[config.mk]
export PLATFORM = sky130hd
export DESIGN_NAME = rr_mux_arbiter_flat
export DESIGN_NICKNAME = d
export VERILOG_FILES = /design/src/rtl/rr_mux_arbiter_if.sv /design/src/rtl/rr_mux_arbiter.sv /design/src/flat_wrapper.sv
export SDC_FILE = /design/constraint.sdc
export NUM_CORES = 1
export LEC_CHECK = 0
export CAP_MARGIN = 0
export CORE_MARGIN = 2
export CORE_UTILIZATION = 38
export DETAILED_ROUTE_END_ITERATION = 6
export GPL_TIMING_DRIVEN = 0
export PLACE_DENSITY = 0.82
export SLEW_MARGIN = 20
export SYNTH_ARGS = -nofsm -noshare
export SYNTH_HDL_FRONTEND = slang
export SYNTH_SLANG_ARGS = --single-unit
[constraint.sdc]
create_clock -name clk -period 3.5 [get_ports clk]
set_input_delay 0.525 -clock clk [delete_from_list [all_inputs] [get_ports clk]]
set_output_delay 0.525 -clock clk [all_outputs]
set_load 0.01 [all_outputs]
[src/rtl/rr_mux_arbiter_if.sv]
// Bundle for the round-robin 4:1 arbiter: requester side and consumer side.
// Build option: ARB_LOCK_EN adds the per-requester lock inputs.
//
// Handshake rules: requester i offers d<i> while req[i]=1 and must hold both
// stable until it sees gnt[i]=1 (gnt is combinational, and the word is taken
// at that rising edge). The consumer takes out_data on every rising edge where
// out_valid=1 and out_ready=1. out_ready has no effect while out_valid=0.
interface rr_mux_arbiter_if #(parameter int DATA_W = 4);
  logic [3:0]        req;
  logic [DATA_W-1:0] d0;
  logic [DATA_W-1:0] d1;
  logic [DATA_W-1:0] d2;
  logic [DATA_W-1:0] d3;
  logic [3:0]        gnt;
  logic              out_valid;
  logic              out_ready;
  logic [DATA_W-1:0] out_data;
  logic [1:0]        sel;
`ifdef ARB_LOCK_EN
  logic [3:0]        lock;
`endif

  // Arbiter side.
  modport slave (
    input  req, d0, d1, d2, d3, out_ready,
`ifdef ARB_LOCK_EN
    input  lock,
`endif
    output gnt, out_valid, out_data, sel
  );

  // Requesters plus consumer side.
  modport master (
    output req, d0, d1, d2, d3, out_ready,
`ifdef ARB_LOCK_EN
    output lock,
`endif
    input  gnt, out_valid, out_data, sel
  );
endinterface

[src/rtl/rr_mux_arbiter.sv]
// Round-robin arbitrated 4:1 word multiplexer with a one-entry output register.
// Build option: ARB_LOCK_EN enables the OPEN/LOCKED ownership state machine.
// dbg_state reports the lock state: 0 = OPEN, 1 = LOCKED.
module rr_mux_arbiter #(
  parameter int DATA_W = 4
) (
  input  logic                clk,
  input  logic                rst_n,
  rr_mux_arbiter_if.slave     bus,
  output logic                dbg_state
);

  typedef enum logic {ST_OPEN = 1'b0, ST_LOCKED = 1'b1} state_e;

  state_e            state_q, state_d;
  logic [1:0]        ptr_q, ptr_d;
  logic              out_valid_q, out_valid_d;
  logic [DATA_W-1:0] out_data_q, out_data_d;
  logic [1:0]        sel_q, sel_d;
`ifdef ARB_LOCK_EN
  logic [1:0]        owner_q, owner_d;
`endif

  logic [3:0] elig;
  logic [1:0] idx;
  logic [1:0] win;
  logic       found;
  logic       space;
  logic       capture;

  // Pick the first eligible requester, searching from the one after ptr.
  always_comb begin
    elig = bus.req;
`ifdef ARB_LOCK_EN
    if (state_q == ST_LOCKED) elig = bus.req & (4'b0001 << owner_q);
`endif
    found = 1'b0;
    win   = ptr_q;
    idx   = ptr_q;
    for (int k = 1; k <= 4; k++) begin
      idx = ptr_q + 2'(k);
      if (!found && elig[idx]) begin
        found = 1'b1;
        win   = idx;
      end
    end
    space   = !out_valid_q || bus.out_ready;
    capture = space && found;
  end

  // Output register, pointer and lock-state next values.
  always_comb begin
    out_valid_d = out_valid_q;
    out_data_d  = out_data_q;
    sel_d       = sel_q;
    ptr_d       = ptr_q;
    state_d     = state_q;
    if (capture) begin
      case (win)
        2'd0:    out_data_d = bus.d0;
        2'd1:    out_data_d = bus.d1;
        2'd2:    out_data_d = bus.d2;
        default: out_data_d = bus.d3;
      endcase
      sel_d       = win;
      out_valid_d = 1'b1;
      ptr_d       = win;
    end else if (out_valid_q && bus.out_ready) begin
      out_valid_d = 1'b0;
    end
`ifdef ARB_LOCK_EN
    owner_d = owner_q;
    case (state_q)
      ST_OPEN: begin
        if (capture && bus.lock[win]) begin
          state_d = ST_LOCKED;
          owner_d = win;
        end
      end
      default: begin
        // Owner releases either with its final word or by withdrawing.
        if (!bus.lock[owner_q] && (capture || !bus.req[owner_q])) begin
          state_d = ST_OPEN;
          ptr_d   = owner_q;
        end
      end
    endcase
`else
    state_d = ST_OPEN;
`endif
  end

  // State register; reset clears any held word immediately.
  always_ff @(posedge clk or negedge rst_n) begin
    if (!rst_n) begin
      state_q     <= ST_OPEN;
      ptr_q       <= 2'd3;
      out_valid_q <= 1'b0;
      out_data_q  <= '0;
      sel_q       <= 2'd0;
`ifdef ARB_LOCK_EN
      owner_q     <= 2'd0;
`endif
    end else begin
      state_q     <= state_d;
      ptr_q       <= ptr_d;
      out_valid_q <= out_valid_d;
      out_data_q  <= out_data_d;
      sel_q       <= sel_d;
`ifdef ARB_LOCK_EN
      owner_q     <= owner_d;
`endif
    end
  end

  // Grant is a same-cycle accept, suppressed while reset is asserted.
  always_comb begin
    bus.gnt = (capture && rst_n) ? (4'b0001 << win) : 4'b0000;
  end

  assign bus.out_valid = out_valid_q;
  assign bus.out_data  = out_data_q;
  assign bus.sel       = sel_q;
  assign dbg_state     = (state_q == ST_LOCKED);

endmodule
[src/flat_wrapper.sv]
// flat-port wrapper written by rule: the top's interface ports become plain ports
module rr_mux_arbiter_flat 
#(
  parameter int DATA_W = 4
)
  (clk, rst_n, dbg_state, bus_req, bus_d0, bus_d1, bus_d2, bus_d3, bus_out_ready, bus_gnt, bus_out_valid, bus_out_data, bus_sel);
  rr_mux_arbiter_if #(.DATA_W(DATA_W)) bus_i ();
  input  logic clk;
  input  logic rst_n;
  output logic dbg_state;
  input wire logic [$bits(bus_i.req)-1:0] bus_req;
  input wire logic [$bits(bus_i.d0)-1:0] bus_d0;
  input wire logic [$bits(bus_i.d1)-1:0] bus_d1;
  input wire logic [$bits(bus_i.d2)-1:0] bus_d2;
  input wire logic [$bits(bus_i.d3)-1:0] bus_d3;
  input wire logic [$bits(bus_i.out_ready)-1:0] bus_out_ready;
  output wire logic [$bits(bus_i.gnt)-1:0] bus_gnt;
  output wire logic [$bits(bus_i.out_valid)-1:0] bus_out_valid;
  output wire logic [$bits(bus_i.out_data)-1:0] bus_out_data;
  output wire logic [$bits(bus_i.sel)-1:0] bus_sel;
  assign bus_i.req = bus_req;
  assign bus_i.d0 = bus_d0;
  assign bus_i.d1 = bus_d1;
  assign bus_i.d2 = bus_d2;
  assign bus_i.d3 = bus_d3;
  assign bus_i.out_ready = bus_out_ready;
  assign bus_gnt = bus_i.gnt;
  assign bus_out_valid = bus_i.out_valid;
  assign bus_out_data = bus_i.out_data;
  assign bus_sel = bus_i.sel;
  rr_mux_arbiter #(.DATA_W(DATA_W)) u_core (.clk(clk), .rst_n(rst_n), .bus(bus_i), .dbg_state(dbg_state));
endmodule
==> flow_summary_export.csv, run 1 <==
group,metric,value,unit
job,drv_cap,0,
grt,grt-ovfl-total,0,
yosys,synth_common_cells,"nor2_1 (10), nand2_1 (9), mux2i_1 (8), dfrtp_1 (7), o221ai_1 (4)",
yosys,synth_area_leaders,"dfrtp_1 (30%), mux2i_1 (14%), dfstp_2 (9.1%), nor2_1 (6.5%), o221ai_1 (6.0%)",
yosys,postSynth.asyncResetShare,100,%
critical_path,critPathKind,"in2out",
clock_network,cts_max_path_buffers,2,
final_layout,final_cells,118,
hold_path,hp-start,"u_core.bus.out_data[3]$_DFFE_PN0N_",
sta,post-route-min-period,3.05,ns
floorplan,start_util,39.4,%
floorplan,top_level_ports,35,
placed_design,port_buffers,33,
pwr,swShare,34.6,%
sta,rsz0062_at_grt,"no",
critical_path,crit_fanout,10,
yosys,syn-num-nets,88,
yosys,synth.most_common_cell,"nor2_1",
critical_path,rr_startpoint,"u_core.ptr_q[0]$_DFFE_PN1N_",
grt,grt_pass1_wl,2640,um
clock_network,cts-resized-gates,0,
critical_path,cp-end-kind,"output pin",
yosys,synth_flop_cell,"dfrtp_1",
pwr,clkPwrFrac,16.1,%
hold_path,hold_class,"reg2reg",
pwr,seq_power_share,33.6,%
pwr,finalPower,506,uW
placed_design,place_hpwl,1220,um
yosys,yosys_register_bits,9,
pwr,p_sw,175,uW
critical_path,reg2reg_to,"u_core.bus.out_data[2]$_DFFE_PN0N_",
yosys,yosysWarningCount,0,
grt,track_usage,18.8,%
hold_path,holdPathStages,2,
floorplan,die_y,43.0,um
drt,vias,605,
sta,hold_violations,0,
drt,drtIter0Drc,3,
final_layout,nets,126,
critical_path,required,2.97,ns
yosys,synth_enable_flop_cells,0,
drt,drc,0,
clock_network,cts-root-buf,"clkbuf_4",
placed_design,post-place-cells,114,
pwr,p_per_area,530,nW/um2
final_layout,layout-drive-gt1-share,8.82,%
critical_path,rrSetupSlack,1.68,ns
sta,max_freq,328,MHz
final_layout,design_area,956,um2
yosys,yosysSeqAreaShare,39.3,%
floorplan,core,1470,um2
clock_network,cts_hold_buf,0,
final_layout,finish.utilization,65.0,%
yosys,avgSynthCellArea,8.91,um2
floorplan,dieArea,1850,um2
sta,tightest_slew,0.545,ns
pwr,p_leak,0.408,nW
critical_path,cp-start-kind,"primary input",
yosys,synth_largest_area_cell,"dfrtp_1",
clock_network,clk_latency,0.26,ns
drt,drt-pass1-iter-count,4,
sta,final.setup.tns,0,ns
yosys,synthCells,65,
pwr,ir_worst_vdd,0.389,mV
clock_network,cts.reportedPaths.clkPinSlew,0.06,ns
floorplan,num_rows,14,
critical_path,cp_data_arrival_time,2.52,ns
clock_network,cts_sinks,9,
pwr,combPwrFrac,50.4,%
floorplan,die_x,43.0,um
yosys,netlist_area,579,um2
clock_network,cts_made_buffers,3,
sta,setup_viol,0,
placed_design,place_area,930,um2
final_layout,n_antenna_cell,0,
sta,relSlewSlack,63.7,%
clock_network,tritoncts,"built",
grt,grt_max_degree,12,
drt,viasPerCell,5.13,
run_status,status,"completed",
clock_network,post-cts-setup-buffer-count,0,
sta,min_period_over_period,87.0,%
drt,wire_per_inst,12.3,um
drt,postRouteAntennaNets,0,
pwr,internal_power,331,uW
grt,antenna_found_initial,0,
final_layout,areaGrowthSynthToFinish,65.0,%
critical_path,ff2ff_path_depth,6,
yosys,synth.distinct_cells,24,
sta,slew_violations,0,
placed_design,gp_congestion,0.671,
sta,fin_skew,0.000540,ns
drt,wirelength,1450,um
yosys,synth_top_area_share,30.2,%
grt,grt_pass1_vias,626,
clock_network,h-tree-depth,1,
hold_path,holdPathEnd,"u_core.bus.out_data[3]$_DFFE_PN0N_",
## worst max path at each step
stage	from	endpoint	cells after the start
after global placement	bus_req[0]	bus_gnt[3]	8
final	bus_req[0]	bus_gnt[3]	8
after detailed placement	bus_req[0]	bus_gnt[3]	8
after CTS	bus_req[0]	bus_gnt[3]	8
after global routing	bus_req[0]	bus_gnt[2]	8
after floorplan	bus_req[0]	bus_gnt[2]	6
## power groups by stage
stage               Combinational, mW  Sequential, mW  Clock [mW]
finish                          0.255           0.170      0.0814
global route                    0.284           0.175      0.0867
CTS                             0.260           0.169      0.0823
detailed placement              0.259           0.169           0
global placement                0.253           0.169           0
floorplan                       0.134           0.179           0
## per-stage QoR
step	worst slack, ns	hold slack [ns]
after floorplan	1.48	0.229
after global placement	0.471	0.480
after detailed placement	0.442	0.478
after CTS	0.435	0.500
after global routing	0.311	0.540
final	0.454	0.496
## final cells by class
cell class              instances  area, um2
clock buffers                   4       26.3
flip-flops and latches          9        228
repair buffers                 33        330
multi-input cells              50        318
well taps                      16       20.0
plain buffers                   2       18.8
fillers                       133        515
inverters                       4       15.0
## cell families (layout without fill, tap and decap cells)
logic type,count (synthesis),count (layout),share of synthesized area [%]
compound gates,14,14,20.1
buf+inv,6,43,5.83
flops,9,9,39.3
mux,8,8,13.8
other cells,1,1,0.647
simple gates,27,27,20.3
## per-layer routing
metal | vias to the layer above | global-route usage [%] | routed length (um)
li1 | 302 | - | -
met1 | 285 | 22.8 | 621
met2 | 16 | 33.3 | 746
met3 | 2 | 2.55 | 58
met4 | 0 | 7.27 | 19
met5 | - | 0 | 0
## worst max-delay path: stages
cell	delay, ns
clkdlybuf4s50_1	0.46
o21ai_1	0.15
o21ai_1	0.11
a221oi_4	0.38
buf_6	0.21
inv_2	0.05
nor2_1	0.09
clkdlybuf4s50_1	0.54
## sequential cells by signal, summed over array words and instances (netlist names)
name,flops
u_core.bus.out_data,4
u_core.bus.sel,2
u_core.bus.out_valid,1
u_core.ptr_q,2
## cell usage in the layout, fill, tap and decap left out
cell and n:
nor3_1 1, dfrtp_1 7, nand2b_1 2, clkinv_1 1, nor4_1 1, a221oi_4 1, a211oi_1 1, o21ai_1 3
o21a_1 2, buf_4 1, buf_6 1, or3_1 1, conb_1 1, nor2_1 10, o221ai_1 4, nand3_1 2
nand2_1 9, clkdlybuf4s50_1 33, a21oi_1 2, clkbuf_4 3, dfstp_2 2, inv_2 1, inv_1 2, mux2i_1 8
nor2b_1 1, a21o_1 1, clkbuf_1 1
Power figures use the tool's default switching activity.
==> inputs of run 2 (changes only) <==
--- a/config.mk
+++ b/config.mk
@@ -5,12 +5,13 @@
 export SDC_FILE = /design/constraint.sdc
 export NUM_CORES = 1
 export LEC_CHECK = 0
+export ABC_AREA = 1
 export CAP_MARGIN = 0
 export CORE_MARGIN = 2
 export CORE_UTILIZATION = 38
 export DETAILED_ROUTE_END_ITERATION = 6
 export GPL_TIMING_DRIVEN = 0
-export PLACE_DENSITY = 0.82
+export PLACE_DENSITY = 0.74
 export SLEW_MARGIN = 20
 export SYNTH_ARGS = -nofsm -noshare
 export SYNTH_HDL_FRONTEND = slang
==> constraint.sdc (replaced) <==
create_clock -name clk -period 2.5 [get_ports clk]
set_input_delay 0.375 -clock clk [delete_from_list [all_inputs] [get_ports clk]]
set_output_delay 0.375 -clock clk [all_outputs]
set_load 0.01 [all_outputs]
==> flow_summary_export.csv, run 2 <==
group,metric,value,unit
critical_path,critPathLaunch,"u_core.ptr_q[0]$_DFFE_PN1N_",
drt,drc,0,
critical_path,endpoint,"bus_gnt[2]",
final_layout,num-fill-cells,188,
grt,antenna_found_initial,0,
run_status,status,"completed",
critical_path,rrSetupSlack,0.45,ns
floorplan,start_util,40.0,%
hold_path,hold_class,"in2async",
floorplan,die_x,52.0,um
yosys,synth_flop_cell,"dfrtp_1",
floorplan,num_rows,17,
drt,viasPerCell,4.97,
yosys,yosysSeqAreaShare,26.0,%
yosys,synthCells,128,
pwr,p_leak,0.687,nW
placed_design,place_hpwl,1770,um
final_layout,nets,201,
clock_network,cts_sinks,9,
yosys,synth_largest_area_cell,"nand2_1",
clock_network,cts.reportedPaths.clkPinSlew,0.06,ns
yosys,syn-num-nets,151,
clock_network,cts_made_buffers,3,
clock_network,tritoncts,"built",
critical_path,rr_startpoint,"u_core.ptr_q[0]$_DFFE_PN1N_",
grt,grt-ovfl-total,0,
critical_path,cp-end-kind,"output pin",
clock_network,cts_max_path_buffers,2,
yosys,yosysWarningCount,0,
clock_network,h-tree-depth,1,
sta,final.setup.tns,0,ns
yosys,synth_common_cells,"nand2_1 (48), nand3_1 (10), nand4_1 (9), dfrtp_1 (7)",
yosys,yosys_register_bits,9,
critical_path,crit_fanout,10,
grt,grt_max_degree,11,
sta,fin_skew,0.00268,ns
pwr,finalPower,2.52,mW
floorplan,dieArea,2710,um2
floorplan,top_level_ports,35,
placed_design,gp_congestion,0.879,
pwr,p_per_area,1760,nW/um2
clock_network,cts-root-buf,"clkbuf_4",
sta,max_freq,411,MHz
critical_path,critPathKind,"reg2out",
yosys,netlist_area,877,um2
yosys,postSynth.asyncResetShare,100,%
drt,wirelength,2510,um
drt,wire_per_inst,12.2,um
clock_network,cts_hold_buf,0,
critical_path,ff2ff_path_depth,16,
critical_path,path_cells,"buf_6 -> inv_8 -> nand2_2 -> nand2_4 -> nand2_4 -> nand2_4 -> inv_1 -> nand3_2 -> nand2_2 -> nand2_4 -> buf_6 -> nor3_2 -> buf_2",
critical_path,path_delay_family,"simple AND/OR/NAND/NOR gates",
placed_design,port_buffers,33,
drt,postRouteAntennaNets,0,
critical_path,required,2.12,ns
sta,min_period_over_period,97.2,%
yosys,synth_area_leaders,"nand2_1 (21%), dfrtp_1 (20%), nand2_4 (7.7%), nand4_1 (6.4%), dfstp_2 (6.0%)",
clock_network,clk_latency,0.25,ns
critical_path,crit_top_cell,"nand2_4",
yosys,synth_top_area_share,20.5,%
critical_path,cp_data_arrival_time,2.06,ns
yosys,synth.most_common_cell,"nand2_1",
final_layout,layout-drive-gt1-share,35.6,%
critical_path,slowest_delay,0.53,ns
pwr,ir_worst_vdd,1.15,mV
yosys,avgSynthCellArea,6.85,um2
floorplan,core,2190,um2
critical_path,critPathSlowestCell,"dfstp_2",
sta,rsz0062_at_grt,"yes",
grt,track_usage,18.3,%
yosys,synth.distinct_cells,24,
drt,vias,1019,
grt,grt_pass1_vias,882,
sta,setup_viol,0,
drt,drtIter0Drc,28,
grt,grt_pass1_wl,3730,um
floorplan,die_y,52.0,um
final_layout,largest_reg_flops,4,
final_layout,areaGrowthSynthToFinish,63.3,%
critical_path,cp-start-kind,"register",
drt,drt-pass1-iter-count,5,
job,drv_cap,0,
sta,post-route-min-period,2.43,ns
critical_path,path_depth,13,
final_layout,final_cell_mix,"nand2_1 (40), clkdlybuf4s50_1 (29), buf_4 (13)",
final_layout,n_antenna_cell,0,
critical_path,reg2reg_to,"u_core.bus.out_data[2]$_DFFE_PN0N_",
sta,hold_violations,0,
final_layout,final_common_cell,"nand2_1",
sta,slew_violations,0,
yosys,synth_enable_flop_cells,0,
critical_path,path_buf_inv,5,
run 2: cell types whose count changed after synthesis, sizes merged, moves of 3 or more:
cell,change
nor2,-9
mux2i,-8
nand4,+9
inv,+8
nand2,+50
o221ai,-4
o21ai,+5
nor3,+3
nand3b,+4
nand3,+11
run 2: worst reg2reg max path: cells and delay by family, from the launching register on:
family	cells	cell delay, ns
simple gates	11	0.89
flops	1	0.53
buf+inv	5	0.53
run 2: where the power goes:
part | total, mW | internal (mW) | leakage (nW) | switching, mW
Combinational | 2.12 | 0.893 | 0.567 | 1.23
Sequential | 0.287 | 0.241 | 0.105 | 0.0456
Clock | 0.106 | 0.0611 | 0.0150 | 0.0449
run 2: metrics by stage:
step | cell area (um2) | utilization, % | worst slack (ns) | hold slack, ns | std cells
2_1_floorplan | 877 | - | 0.323 | 0.0794 | 128
3_3_place_gp | 1240 | 56.7 | -0.442 | 0.465 | 189
3_5_place_dp | 1240 | 56.7 | -0.481 | 0.471 | 189
4_1_cts | 1310 | 59.9 | 0.00166 | 0.431 | 199
5_1_grt | 1430 | 65.4 | -0.0427 | 0.494 | 205
6_report | 1430 | 65.4 | 0.0688 | 0.453 | 205
run 2: final cells by class:
type / instances / area (um2) / share of cell area, %
inverter: 13 / 56.3 / 3.93
buffer: 3 / 30.0 / 2.10
sequential: 9 / 228 / 15.9
timing repair buffer: 46 / 405 / 28.3
multi-input combinational: 102 / 652 / 45.5
tap: 28 / 35.0 / 2.45
clock buffer: 4 / 26.3 / 1.83
run 2: worst min path at each step:
stage,startpoint,end,cells past startpoint
final,rst_n,u_core.bus.sel[0]$_DFFE_PN0N_,1
after global routing,rst_n,u_core.bus.out_data[0]$_DFFE_PN0N_,1
after CTS,rst_n,u_core.bus.sel[0]$_DFFE_PN0N_,1
after detailed placement,u_core.bus.sel[0]$_DFFE_PN0N_,u_core.bus.sel[0]$_DFFE_PN0N_,2
after global placement,u_core.bus.out_data[2]$_DFFE_PN0N_,u_core.bus.out_data[2]$_DFFE_PN0N_,2
after floorplan,rst_n,u_core.bus.out_data[0]$_DFFE_PN0N_,0
run 2: cells by family (layout without fill, tap and decap cells):
logic type	after synthesis	count (layout)	share of synthesized area, %
AO/OA/AOI/OAI	10	10	6.99
AND/OR/NAND/NOR	91	91	56.2
other	1	1	0.428
buffers and inverters	17	66	10.4
flip-flops	9	9	26.0
run 2: per-layer routing:
layer / track usage [%] / part of all wire (%) / vias to the layer above
met5: 0 / 0 / -
met4: 7.89 / 0.72 / 0
met3: 1.15 / 3.9 / 2
met2: 31.2 / 53 / 31
met1: 23.6 / 42 / 468
li1: - / - / 518
run 2: repair_timing:
action	4_1_cts	5_1_grt
buffers inserted	5	7
resized for setup	20	20
cloned	1	0
endpoints found under the setup margin	4	4
pin swaps	3	12
